### config.mk
export PLATFORM = sky130hd
export DESIGN_NAME = hilo_div_ctrl_flat
export DESIGN_NICKNAME = d
export VERILOG_FILES = /design/src/rtl/mips_pkg.sv /design/src/rtl/hilo_div_ctrl_if.sv /design/src/rtl/hilo_div_ctrl_div_step.sv /design/src/rtl/hilo_div_ctrl.sv /design/src/flat_wrapper.sv
export SDC_FILE = /design/constraint.sdc
export NUM_CORES = 1
export LEC_CHECK = 0
export CORE_ASPECT_RATIO = 0.8
export CORE_UTILIZATION = 45
export CTS_BUF_LIST = sky130_fd_sc_hd__clkbuf_2
export CTS_CLUSTER_SIZE = 25
export DETAILED_ROUTE_END_ITERATION = 8
export GPL_TIMING_DRIVEN = 0
export PLACE_DENSITY = 0.69
export SYNTH_ARGS = -nofsm -noshare
export SYNTH_HDL_FRONTEND = slang
export SYNTH_HIERARCHICAL = 1
export SYNTH_SLANG_ARGS = --single-unit
### constraint.sdc
create_clock -name clk -period 9.7 [get_ports clk]
set_clock_uncertainty 0.2 [all_clocks]
set_input_delay 1.94 -clock clk [delete_from_list [all_inputs] [get_ports clk]]
set_output_delay 1.94 -clock clk [all_outputs]
set_load 0.005 [all_outputs]
### src/rtl/mips_pkg.sv
// Shared pipeline definitions for the HI/LO divide sequencer.
package mips_pkg;

  localparam int DIV_WIDTH = 32;

  typedef enum logic {
    IDLE = 1'b0,
    CALC = 1'b1
  } div_state_t;

  localparam logic [5:0] FUNCT_DIVU = 6'd27;
  localparam logic [5:0] FUNCT_MFHI = 6'd16;
  localparam logic [5:0] FUNCT_MFLO = 6'd18;

endpackage

### src/rtl/hilo_div_ctrl_if.sv
// Handshake between EX/ID control and the HI/LO divide sequencer.
interface hilo_div_ctrl_if #(parameter int WIDTH = 32);

  logic             start;
  logic [WIDTH-1:0] dividend;
  logic [WIDTH-1:0] divisor;
  logic             abort;
  logic             mf_req;
  logic             mf_sel;
  logic             stall;
  logic             busy;
  logic             done;
  logic [WIDTH-1:0] hilo_rdata;
  logic [WIDTH-1:0] hi;
  logic [WIDTH-1:0] lo;

  modport master (
    output start, dividend, divisor, abort, mf_req, mf_sel,
    input  stall, busy, done, hilo_rdata, hi, lo
  );

  modport slave (
    input  start, dividend, divisor, abort, mf_req, mf_sel,
    output stall, busy, done, hilo_rdata, hi, lo
  );

endinterface

### src/rtl/hilo_div_ctrl_div_step.sv
// One restoring-division step: shift {rem,quo} left, subtract divisor when it fits.
module div_step #(
  parameter int WIDTH = 32
) (
  input  logic [WIDTH-1:0] rem,
  input  logic [WIDTH-1:0] quo,
  input  logic [WIDTH-1:0] divisor,
  output logic [WIDTH-1:0] next_rem,
  output logic [WIDTH-1:0] next_quo
);

  logic [WIDTH:0] shifted_s;
  logic           ge_s;

  // compare on WIDTH+1 bits; the difference always fits WIDTH bits since rem < divisor
  always_comb begin
    shifted_s = {rem, quo[WIDTH-1]};
    ge_s      = (shifted_s >= {1'b0, divisor});
    if (ge_s) begin
      next_rem = shifted_s[WIDTH-1:0] - divisor;
    end else begin
      next_rem = shifted_s[WIDTH-1:0];
    end
    next_quo = {quo[WIDTH-2:0], ge_s};
  end

endmodule

### src/rtl/hilo_div_ctrl.sv
// DIVU sequencer owning HI/LO: one quotient bit per cycle, stalls dependent MF reads and a second DIVU.
module hilo_div_ctrl
  import mips_pkg::*;
#(
  parameter int WIDTH = 32
) (
  input  logic            clk,
  input  logic            rst,
  hilo_div_ctrl_if.slave  bus
);

  localparam int CW = $clog2(WIDTH);
  localparam logic [CW-1:0] LAST_COUNT = CW'(WIDTH - 1);

  div_state_t       state_r, state_s;
  logic [CW-1:0]    count_r, count_s;
  logic [WIDTH-1:0] rem_r, rem_s;
  logic [WIDTH-1:0] quo_r, quo_s;
  logic [WIDTH-1:0] dvs_r, dvs_s;
  logic [WIDTH-1:0] hi_r, hi_s;
  logic [WIDTH-1:0] lo_r, lo_s;
  logic             done_r, done_s;
  logic [WIDTH-1:0] step_rem_s;
  logic [WIDTH-1:0] step_quo_s;

  div_step #(.WIDTH(WIDTH)) u_step (
    .rem      (rem_r),
    .quo      (quo_r),
    .divisor  (dvs_r),
    .next_rem (step_rem_s),
    .next_quo (step_quo_s)
  );

  // state, datapath and architectural HI/LO registers
  always_ff @(posedge clk or negedge rst) begin
    if (!rst) begin
      state_r <= IDLE;
      count_r <= {CW{1'b0}};
      rem_r   <= {WIDTH{1'b0}};
      quo_r   <= {WIDTH{1'b0}};
      dvs_r   <= {WIDTH{1'b0}};
      hi_r    <= {WIDTH{1'b0}};
      lo_r    <= {WIDTH{1'b0}};
      done_r  <= 1'b0;
    end else begin
      state_r <= state_s;
      count_r <= count_s;
      rem_r   <= rem_s;
      quo_r   <= quo_s;
      dvs_r   <= dvs_s;
      hi_r    <= hi_s;
      lo_r    <= lo_s;
      done_r  <= done_s;
    end
  end

  // next state; abort always beats both acceptance and completion
  always_comb begin
    state_s = state_r;
    count_s = count_r;
    rem_s   = rem_r;
    quo_s   = quo_r;
    dvs_s   = dvs_r;
    hi_s    = hi_r;
    lo_s    = lo_r;
    done_s  = 1'b0;
    case (state_r)
      IDLE: begin
        if (bus.start && !bus.abort) begin
          if (bus.divisor != {WIDTH{1'b0}}) begin
            dvs_s   = bus.divisor;
            rem_s   = {WIDTH{1'b0}};
            quo_s   = bus.dividend;
            count_s = {CW{1'b0}};
            state_s = CALC;
          end else begin
            hi_s   = bus.dividend;
            lo_s   = {WIDTH{1'b1}};
            done_s = 1'b1;
          end
        end else begin
          state_s = IDLE;
        end
      end
      CALC: begin
        if (bus.abort) begin
          state_s = IDLE;
        end else begin
          rem_s   = step_rem_s;
          quo_s   = step_quo_s;
          count_s = count_r + CW'(1);
          if (count_r == LAST_COUNT) begin
            hi_s    = step_rem_s;
            lo_s    = step_quo_s;
            done_s  = 1'b1;
            state_s = IDLE;
          end else begin
            state_s = CALC;
          end
        end
      end
      default: begin
        state_s = IDLE;
      end
    endcase
  end

  assign bus.busy       = (state_r == CALC);
  assign bus.stall      = bus.busy & (bus.mf_req | bus.start);
  assign bus.done       = done_r;
  assign bus.hi         = hi_r;
  assign bus.lo         = lo_r;
  assign bus.hilo_rdata = bus.mf_sel ? hi_r : lo_r;

endmodule

### src/flat_wrapper.sv
// flat-port wrapper written by rule: the top's interface ports become plain ports
module hilo_div_ctrl_flat import mips_pkg::*;
#(
  parameter int WIDTH = 32
)
  (clk, rst, bus_start, bus_dividend, bus_divisor, bus_abort, bus_mf_req, bus_mf_sel, bus_stall, bus_busy, bus_done, bus_hilo_rdata, bus_hi, bus_lo);
  hilo_div_ctrl_if #(.WIDTH(WIDTH)) bus_i ();
  input  logic clk;
  input  logic rst;
  input wire logic [$bits(bus_i.start)-1:0] bus_start;
  input wire logic [$bits(bus_i.dividend)-1:0] bus_dividend;
  input wire logic [$bits(bus_i.divisor)-1:0] bus_divisor;
  input wire logic [$bits(bus_i.abort)-1:0] bus_abort;
  input wire logic [$bits(bus_i.mf_req)-1:0] bus_mf_req;
  input wire logic [$bits(bus_i.mf_sel)-1:0] bus_mf_sel;
  output wire logic [$bits(bus_i.stall)-1:0] bus_stall;
  output wire logic [$bits(bus_i.busy)-1:0] bus_busy;
  output wire logic [$bits(bus_i.done)-1:0] bus_done;
  output wire logic [$bits(bus_i.hilo_rdata)-1:0] bus_hilo_rdata;
  output wire logic [$bits(bus_i.hi)-1:0] bus_hi;
  output wire logic [$bits(bus_i.lo)-1:0] bus_lo;
  assign bus_i.start = bus_start;
  assign bus_i.dividend = bus_dividend;
  assign bus_i.divisor = bus_divisor;
  assign bus_i.abort = bus_abort;
  assign bus_i.mf_req = bus_mf_req;
  assign bus_i.mf_sel = bus_mf_sel;
  assign bus_stall = bus_i.stall;
  assign bus_busy = bus_i.busy;
  assign bus_done = bus_i.done;
  assign bus_hilo_rdata = bus_i.hilo_rdata;
  assign bus_hi = bus_i.hi;
  assign bus_lo = bus_i.lo;
  hilo_div_ctrl #(.WIDTH(WIDTH)) u_core (.clk(clk), .rst(rst), .bus(bus_i));
endmodule
==> results of run 1 <==
==> through the flow <==
stage               worst slack [ns]  instance area [µm²]  cells
global route                    3.92                12500   1520
CTS                             4.01                12500   1520
floorplan                       4.73                10100   1020
global placement              -0.657                12200   1487
finish                          4.04                12500   1520
detailed placement              4.01                12200   1488
==> power groups by stage <==
stage          Clock (µW)  Combinational [µW]  Sequential (µW)
4_1_cts               404                 685              835
5_1_grt               437                 759              847
2_1_floorplan           0                 493              830
3_5_place_dp            0                 680              846
3_3_place_gp            0                 668              843
6_report              392                 693              835
==> flip-flops by register name (all words and copies together) (netlist names) <==
signal and count:
u_core/bus.done 1, u_core/bus.hi 32, u_core/rem_r 32, u_core/quo_r 32, u_core/bus.busy 1, u_core/dvs_r 32, u_core/count_r 5, u_core/bus.lo 32
==> critical path, delay by kind of cell <==
family | cells | cell delay, ns
muxes | 1 | 0.40
buffers and inverters | 3 | 1.16
==> worst paths after layout <==
path / start / end / slack, ns
worst max-delay path: bus_mf_sel / bus_hilo_rdata[13] / 4.04
worst min-delay path: u_core/dvs_r[10]$_DFFE_PN0P_ / u_core/dvs_r[10]$_DFFE_PN0P_ / 0.34
worst max register to register: u_core/rem_r[9]$_DFFE_PN0P_ / u_core/bus.hi[19]$_DFFE_PN0P_ / 5.52
worst min register to register: u_core/dvs_r[10]$_DFFE_PN0P_ / u_core/dvs_r[10]$_DFFE_PN0P_ / 0.34
max in group asynchronous: rst / u_core/bus.hi[21]$_DFFE_PN0P_ / 7.57
min in group asynchronous: rst / u_core/quo_r[7]$_DFFE_PN0P_ / 0.85
==> area by class of cell <==
type,instances,area share [%]
Buffer,99,4.79
Clock buffer,17,0.682
Clock inverter,15,1.44
Inverter,59,1.78
Multi-Input combinational cell,695,41.1
Sequential cell,167,33.5
Tap cell,300,3.01
Timing Repair Buffer,168,13.7
==> kinds of logic after synthesis <==
family	Yosys count	share of synthesized area, %
AO/OA/AOI/OAI	243	16.6
XOR/XNOR	28	2.42
adder cells (fa/ha/maj)	35	4.40
buffers and inverters	158	8.08
flip-flops	167	41.3
multiplexers	142	15.9
AND/OR/NAND/NOR	247	11.3
==> cell usage in the layout (no fill, tap or decap), types with 12 or more instances in the layout <==
cell type / netlist / layout
inv_1: 58 / 58
mux2i_1: 21 / 21
mux2_2: 112 / 112
buf_2: 14 / 14
buf_4: 35 / 35
clkbuf_2: 0 / 17
o22a_1: 32 / 32
ha_1: 34 / 34
a211oi_1: 49 / 49
nor2_1: 72 / 72
nand4_1: 12 / 12
o21ai_0: 49 / 49
nor2b_1: 25 / 25
nand2_1: 95 / 95
a22oi_1: 18 / 18
clkdlybuf4s50_1: 0 / 166
xnor2_1: 18 / 18
dfrtp_1: 167 / 167
clkbuf_1: 38 / 38
a21oi_1: 44 / 44
==> metal layers <==
metal  GRT usage (%)  vias to the layer above
met5               0                        -
met4            4.75                        2
met3            5.68                       18
met2            39.0                      302
met1            38.4                     4164
li1                -                     3972
==> results.toml, run 1 <==
[timing]
relSlewSlack_pct = 44.9
setup_tns_ns = 0
period_share_pct = 58.4
worst_slew_pin_slew_ns = 0.816
fin_crit_ns = 5.66
max_freq_mhz = 177
holdWs_ns = 0.338
slew_viol_final = 0
rsz0062_at_grt = "false"
hold_viol_final = 0
setup_viol = 0

[power_and_ir_drop]
p_int_uw = 1190
power_uw = 1920
switching_share_pct = 38.1
p_switching_uw = 731
p_per_area_mw_per_mm2 = 154
clkPwrFrac_pct = 20.4
ir_drop_uv = 87.1
power_frac_comb_pct = 36.1
leakagePower_uw = 0.00554
p_seq_share_pct = 43.5

[floorplanning]
die_h_um = 136
io_pins = 169
initial_core_util_pct = 46.5
fp.dieW_um = 170
std_cell_rows = 48
dieArea_mm2 = 0.0231
coreArea_mm2 = 0.0218

[placed_design]
portBuffers = 167
dpl.hpwl_mm = 22.0
gp_congestion = 0.867

[cells_and_area]
register_area_mm2 = 0.00418
multi_input_area_mm2 = 0.00513
area_growth_pct = 23.2
nets = 1312
fillers = 1963
final_util_pct = 57.2
antenna_cells = 0
drive_gt1_share_pct = 18.5

[logic_synthesis]
syn_nets = 1125
ys_seq_area_share_pct = 41.3
yosysMostFrequentCell = "dfrtp_1"
ys_ff_latch = 167
synth_edf_count = 0
syn_area_mm2 = 0.0101
ys_warn_count = 6
async_flop_share_pct = 100
synth.area.top_cells = "dfrtp_1, mux2_2, ha_1"
synth_cell_type_count = 61
yosys_most_used_dff = "dfrtp_1"
synth_largest_area_cell = "dfrtp_1"
ys_top_cells_by_count = "dfrtp_1, mux2_2, nand2_1, nor2_1, inv_1"
syn_avg_cell_area_um2 = 9.93
synth.top_cell.area_share_pct = 41.3
synthCells = 1020

[global_route]
overflow = 0
grt_pass1_vias = 8416
antenna_found_initial = 1
gr-usage-all-layers_pct = 25.9
grt_max_degree = 101
grt_first_pass_wirelength_mm = 46.0

[outcome]
status = "finished clean"

[clocking]
ctsResizeCount = 0
cts_tree = "built"
clk_latency_ns = 0.79
ctsRootBufferMaster = "clkbuf_2"
post_cts_buffers = 0
cts.sinks = 167
holdBufCountCts = 0
clkSlewWorstSetupHoldPaths_ns = 0.22
cts_htree_levels = 4
clockBufferDepth = 2
cts_buffers = 17

[setup_path]
start_kind = "primary input"
path_class = "primary input to primary output"
critical_path.max_stage_delay_ns = 0.54
cp_cell_sequence = "clkbuf_1 -> buf_1 -> mux2_2 -> clkdlybuf4s50_1"
end_kind = "primary output"
slowest_stage = "buf_1"
required_ns = 7.56
cp.arrival_ns = 3.52
path_max_fanout = 10
worst_r2r_path_depth = 14

[drt]
drcViolationCount = 0
wl_mm = 28.9
top_layer_used = "met5"
drt_iter0_drc = 639
wl_met3_mm = 2.02
dr.pass1.iters = 5
via_count = 8458
wl_per_cell_um = 19.0
wl_met1_mm = 14.2
wl_met2_mm = 12.4
ant_nets = 0
via_per_inst = 5.56

[worst_hold_path]
min_path_cells = 1
hold_class = "flop to flop"

[run]
maxCapViolCount = 0
No activity file was read; power rests on OpenSTA's default activity.
==> run 2: changes to the inputs <==
--- a/config.mk
+++ b/config.mk
@@ -11,7 +11,7 @@
 export CTS_CLUSTER_SIZE = 25
 export DETAILED_ROUTE_END_ITERATION = 8
 export GPL_TIMING_DRIVEN = 0
-export PLACE_DENSITY = 0.69
+export PLACE_DENSITY = 0.72
 export SYNTH_ARGS = -nofsm -noshare
 export SYNTH_HDL_FRONTEND = slang
 export SYNTH_HIERARCHICAL = 1
==> constraint.sdc (replaced) <==
create_clock -name clk -period 4.8 [get_ports clk]
set_clock_uncertainty 0.2 [all_clocks]
set_input_delay 0.96 -clock clk [delete_from_list [all_inputs] [get_ports clk]]
set_output_delay 0.96 -clock clk [all_outputs]
set_load 0.005 [all_outputs]
==> run 2 against run 1 <==
Against the previous run: cell area about the same; critical path type is now flop to flop; sequential cell count unchanged; setup slack got worse by 3.4 ns; first-iteration DRC count increased by 1.3%; worst hold slack improved by 0.0019 ns; final cell count about the same; die area unchanged; total power increased by 100%; sequential share of layout area about the same; register-to-register slack got worse by 4.9 ns.
==> results.toml, run 2 (synthesis gave the netlist of run 1 again) <==
[setup_path]
startpoint = "u_core/dvs_r[10]$_DFFE_PN0P_"
path_max_fanout = 10
cp.arrival_ns = 4.66
end_kind = "flop"
start_kind = "flop"
r2r_slack_ns = 0.62
required_ns = 5.28
path_class = "flop to flop"
r2r-start = "u_core/dvs_r[10]$_DFFE_PN0P_"

[timing]
period_share_pct = 87.1
rsz0062_at_grt = "false"
hold_viol_final = 0
max_freq_mhz = 239
fin_ws_ns = 0.618
relSlewSlack_pct = 40.9
worst_slew_pin_slew_ns = 0.875
slew_viol_final = 0
fin_crit_ns = 4.18
setup_viol = 0
setup_tns_ns = 0

[clocking]
clockBufferDepth = 2
cts_buffers = 17
cts_tree = "built"
clkSlewWorstSetupHoldPaths_ns = 0.27
cts_htree_levels = 4
ctsRootBufferMaster = "clkbuf_2"
clk_latency_ns = 0.78
ctsResizeCount = 0
cts.sinks = 167

[drt]
via_per_inst = 5.48
ant_nets = 0
wl_per_cell_um = 18.7
drt_iter0_drc = 647
drcViolationCount = 0
via_count = 8331
wl_mm = 28.4
dr.pass1.iters = 5

[placed_design]
portBuffers = 167
pre_cts_slack_ns = 0.667
gp_congestion = 0.882
dpl.hpwl_mm = 21.6
placed_cells_incl_taps = 1488

[cells_and_area]
stdcell_count = 1521
layout_common_cells = "dfrtp_1, clkdlybuf4s50_1, mux2_2"
area_growth_pct = 23.1
register_area_mm2 = 0.00418
final_util_pct = 57.2
drive_gt1_share_pct = 18.4
fillers = 1940
layout_commonest_cell = "dfrtp_1"
nets = 1313
multi_input_area_mm2 = 0.00513

[global_route]
grt_pass1_vias = 8229
grt_max_degree = 95
overflow = 0
gr-usage-all-layers_pct = 25.8
antenna_found_initial = 1
grt_first_pass_wirelength_mm = 45.6

[power_and_ir_drop]
leakagePower_uw = 0.00553
p_per_area_mw_per_mm2 = 309
ir_drop_uv = 171

[floorplanning]
io_pins = 169
die_h_um = 136
std_cell_rows = 48
initial_core_util_pct = 46.5
dieArea_mm2 = 0.0231
fp.dieW_um = 170
coreArea_mm2 = 0.0218

[worst_hold_path]
hold_class = "flop to flop"
min-delay-start = "u_core/dvs_r[6]$_DFFE_PN0P_"

[run]
maxCapViolCount = 0

[outcome]
status = "finished clean"
[run 2: changes by cell type in the layout (fill, tap and decap cells not counted)]
cell / previous run / this run
clkinv_8: 6 / 3
dlygate4sd3_1: 0 / 1
clkinvlp_4: 0 / 2
inv_8: 3 / 6
diode_2: 0 / 1
clkinv_2: 1 / 0
inv_6: 3 / 1
[run 2: report_power, final]
| part | switching, µW | internal, µW |
|---|---|---|
| combinational | 753 | 643 |
| clock | 595 | 171 |
| sequential | 107 | 1580 |
| total | 1450 | 2390 |
[run 2: path summary, 6_finish.rpt]
| path | end | cells after the start |
|---|---|---|
| setup / recovery | u_core/bus.hi[21]$_DFFE_PN0P_ | 16 |
| hold / removal | u_core/dvs_r[6]$_DFFE_PN0P_ | 1 |
| setup reg to reg | u_core/bus.hi[21]$_DFFE_PN0P_ | 16 |
| hold reg to reg | u_core/dvs_r[6]$_DFFE_PN0P_ | 1 |
| max in group asynchronous | u_core/bus.lo[18]$_DFFE_PN0P_ | 3 |
| min in group asynchronous | u_core/dvs_r[18]$_DFFE_PN0P_ | 2 |
[run 2: area by class of cell]
type,instances,area share [%]
antenna,1,0.0201
buffer,99,4.79
clock buffer,17,0.683
clock inverter,14,1.27
inverter,59,1.78
multi-input combinational,695,41.2
sequential,167,33.5
tap,300,3.01
timing repair buffer,169,13.8
[run 2: critical path, stage by stage (launching register included)]
cell,delay (ns)
dfrtp_1,0.41
inv_1,0.07
ha_1,0.26
clkbuf_1,0.27
nand4_1,0.25
nor3_1,0.40
o211ai_1,0.20
nor4b_4,0.20
o21ai_2,0.19
a31oi_4,0.13
o21a_4,0.27
inv_2,0.07
buf_6,0.15
buf_12,0.16
mux2_4,0.34
mux2_2,0.28
mux2_2,0.26
[run 2: timing repair]
action	in CTS	in global routing
setup buffers	0	0
hold buffers	1	0
endpoints found under the hold margin	78	0
[run 2: per-stage QoR]
step                      power [µW]  area [µm²]  hold WS [ns]
after global routing            4090       12500         0.366
final                           3850       12500         0.340
after floorplan                 2670       10100         0.279
after global placement          3050       12200         0.288
after detailed placement        3080       12200         0.293
after CTS                       3850       12500         0.343
[run 2: routing by layer]
layer  track usage [%]  part of all wire, %
met1              39.0                   50
met2              37.5                   42
met3              5.76                  7.4
met4              5.31                 0.94
met5                 0                    0
==> run 3: changes to the inputs <==
--- a/config.mk
+++ b/config.mk
@@ -11,8 +11,10 @@
 export CTS_CLUSTER_SIZE = 25
 export DETAILED_ROUTE_END_ITERATION = 8
 export GPL_TIMING_DRIVEN = 0
+export MAX_ROUTING_LAYER = met4
 export PLACE_DENSITY = 0.72
 export SYNTH_ARGS = -nofsm -noshare
 export SYNTH_HDL_FRONTEND = slang
 export SYNTH_HIERARCHICAL = 1
 export SYNTH_SLANG_ARGS = --single-unit
+export TNS_END_PERCENT = 10
==> run 3 against run 2 <==
Against the previous run: clock power rose by 4.3%; sequential power barely moved; first-iteration DRC count fell by 2.2%; non-clock buffer count did not move; total power rose by 1.0%; worst hold slack improved by 0.0046 ns; sequential share of layout area fell by 0.067 points; global-route usage rose by 0.72 points; setup slack got worse by 0.037 ns; critical path type unchanged; largest cell class unchanged.
==> results.toml, run 3 (synthesis gave the netlist of run 1 again) <==
[outcome]
status = "finished clean"

[drt]
wl_per_cell_um = 18.8
via_per_inst = 5.53
wl_mm = 28.7
drcViolationCount = 0
ant_nets = 0
drt_iter0_drc = 633
dr.pass1.iters = 5
via_count = 8415

[clocking]
cts.sinks = 167
ctsRootBufferMaster = "clkbuf_2"
clk_latency_ns = 0.81
cts_htree_levels = 4
clkSlewWorstSetupHoldPaths_ns = 0.27
cts_tree = "built"
cts_buffers = 17
clockBufferDepth = 2
ctsResizeCount = 0

[worst_hold_path]
min_path_cells = 1
holdPathEnd = "u_core/dvs_r[27]$_DFFE_PN0P_"
min-delay-start = "u_core/dvs_r[27]$_DFFE_PN0P_"
hold_class = "flop to flop"

[timing]
fin_ws_ns = 0.580
period_share_pct = 87.9
hold_viol_final = 0
max_freq_mhz = 237
worst_slew_pin_slew_ns = 0.887
fin_crit_ns = 4.22
relSlewSlack_pct = 40.1
rsz0062_at_grt = "false"
slew_viol_final = 0
setup_viol = 0

[setup_path]
crit_family = "multiplexers"
cp_cell_sequence = "ha_1 -> clkbuf_1 -> nand4_1 -> nor3_1 -> o211ai_1 -> nor4b_4 -> o21ai_2 -> a31oi_4 -> o21a_4 -> inv_2 -> buf_2 -> mux2_2 -> mux2_2 -> mux2_2"
required_ns = 5.30
r2r_slack_ns = 0.58
cp.arrival_ns = 4.72
r2r-start = "u_core/rem_r[9]$_DFFE_PN0P_"
start_kind = "flop"
path_class = "flop to flop"
slowest_stage = "dfrtp_1"
critPathBufInv = 3
end_kind = "flop"
path_max_fanout = 10
critical_path.max_stage_delay_ns = 0.47
crit_top_cell = "mux2_2"
regToRegEndpoint = "u_core/bus.hi[20]$_DFFE_PN0P_"
worst_r2r_path_depth = 14

[global_route]
grt_first_pass_wirelength_mm = 45.7
grt_max_degree = 87
antenna_found_initial = 2
overflow = 0
gr-usage-all-layers_pct = 26.5
grt_pass1_vias = 8283

[cells_and_area]
layout_common_cells = "dfrtp_1, clkdlybuf4s50_1, mux2_2"
nets = 1313
layout_commonest_cell = "dfrtp_1"
drive_gt1_share_pct = 18.5
area_growth_pct = 23.3
stdcell_count = 1523
final_util_pct = 57.3

[floorplanning]
initial_core_util_pct = 46.5
coreArea_mm2 = 0.0218
dieArea_mm2 = 0.0231
std_cell_rows = 48
io_pins = 169
fp.dieW_um = 170
die_h_um = 136

[placed_design]
gp_congestion = 0.899
dpl.hpwl_mm = 21.7
portBuffers = 167
pre_cts_slack_ns = 0.679
placed_cells_incl_taps = 1488

[power_and_ir_drop]
p_per_area_mw_per_mm2 = 311
leakagePower_uw = 0.00555
power_uw = 3890
ir_drop_uv = 167

[run]
maxCapViolCount = 0
==> run 3: layer usage <==
metal | wire length (µm) | track usage [%] | vias to the layer above
li1 | - | - | 3981
met1 | 14300 | 38.7 | 4117
met2 | 12300 | 38.0 | 302
met3 | 1950 | 5.53 | 15
met4 | 188 | 4.70 | 0
met5 | 0 | - | -
==> run 3: per-stage QoR <==
stage / setup TNS, ns / hold slack, ns / area [µm²]
6_report: 0 / 0.345 / 12500
5_1_grt: 0 / 0.367 / 12500
4_1_cts: 0 / 0.346 / 12500
3_5_place_dp: 0 / 0.294 / 12200
3_3_place_gp: -743.50 / 0.288 / 12200
2_1_floorplan: 0 / 0.279 / 10100
==> run 3: cell type report <==
| class | instances | area (µm²) |
|---|---|---|
| fill | 1913 | 9310 |
| multi-input combinational | 695 | 5130 |
| sequential | 167 | 4180 |
| timing repair buffer | 169 | 1710 |
| buffer | 99 | 597 |
| tap | 300 | 375 |
| inverter | 59 | 221 |
| clock inverter | 14 | 175 |
| clock buffer | 18 | 90.1 |
| antenna | 2 | 5.00 |
==> run 3: worst max-delay path by stage <==
stage	depth (start not counted)	startpoint	to
global placement	1	rst	u_core/bus.lo[28]$_DFFE_PN0P_
detailed placement	14	u_core/rem_r[9]$_DFFE_PN0P_	u_core/bus.hi[19]$_DFFE_PN0P_
CTS	5	u_core/bus.busy$_DFF_PN0_	bus_stall
floorplan	14	u_core/rem_r[6]$_DFFE_PN0P_	u_core/bus.hi[30]$_DFFE_PN0P_
finish	14	u_core/rem_r[9]$_DFFE_PN0P_	u_core/bus.hi[20]$_DFFE_PN0P_
global route	14	u_core/rem_r[9]$_DFFE_PN0P_	u_core/bus.hi[17]$_DFFE_PN0P_
==> run 3: power by group <==
part	leakage [µW]	total, µW	switching (µW)	internal (µW)
clock	0.000157	800	615	185
sequential	0.00207	1690	109	1580
combinational	0.00332	1400	757	643
==> run 3: repair_timing <==
item | CTS | global route
setup buffers | 0 | 0
hold buffers | 1 | 0
hold endpoints to repair | 85 | 0
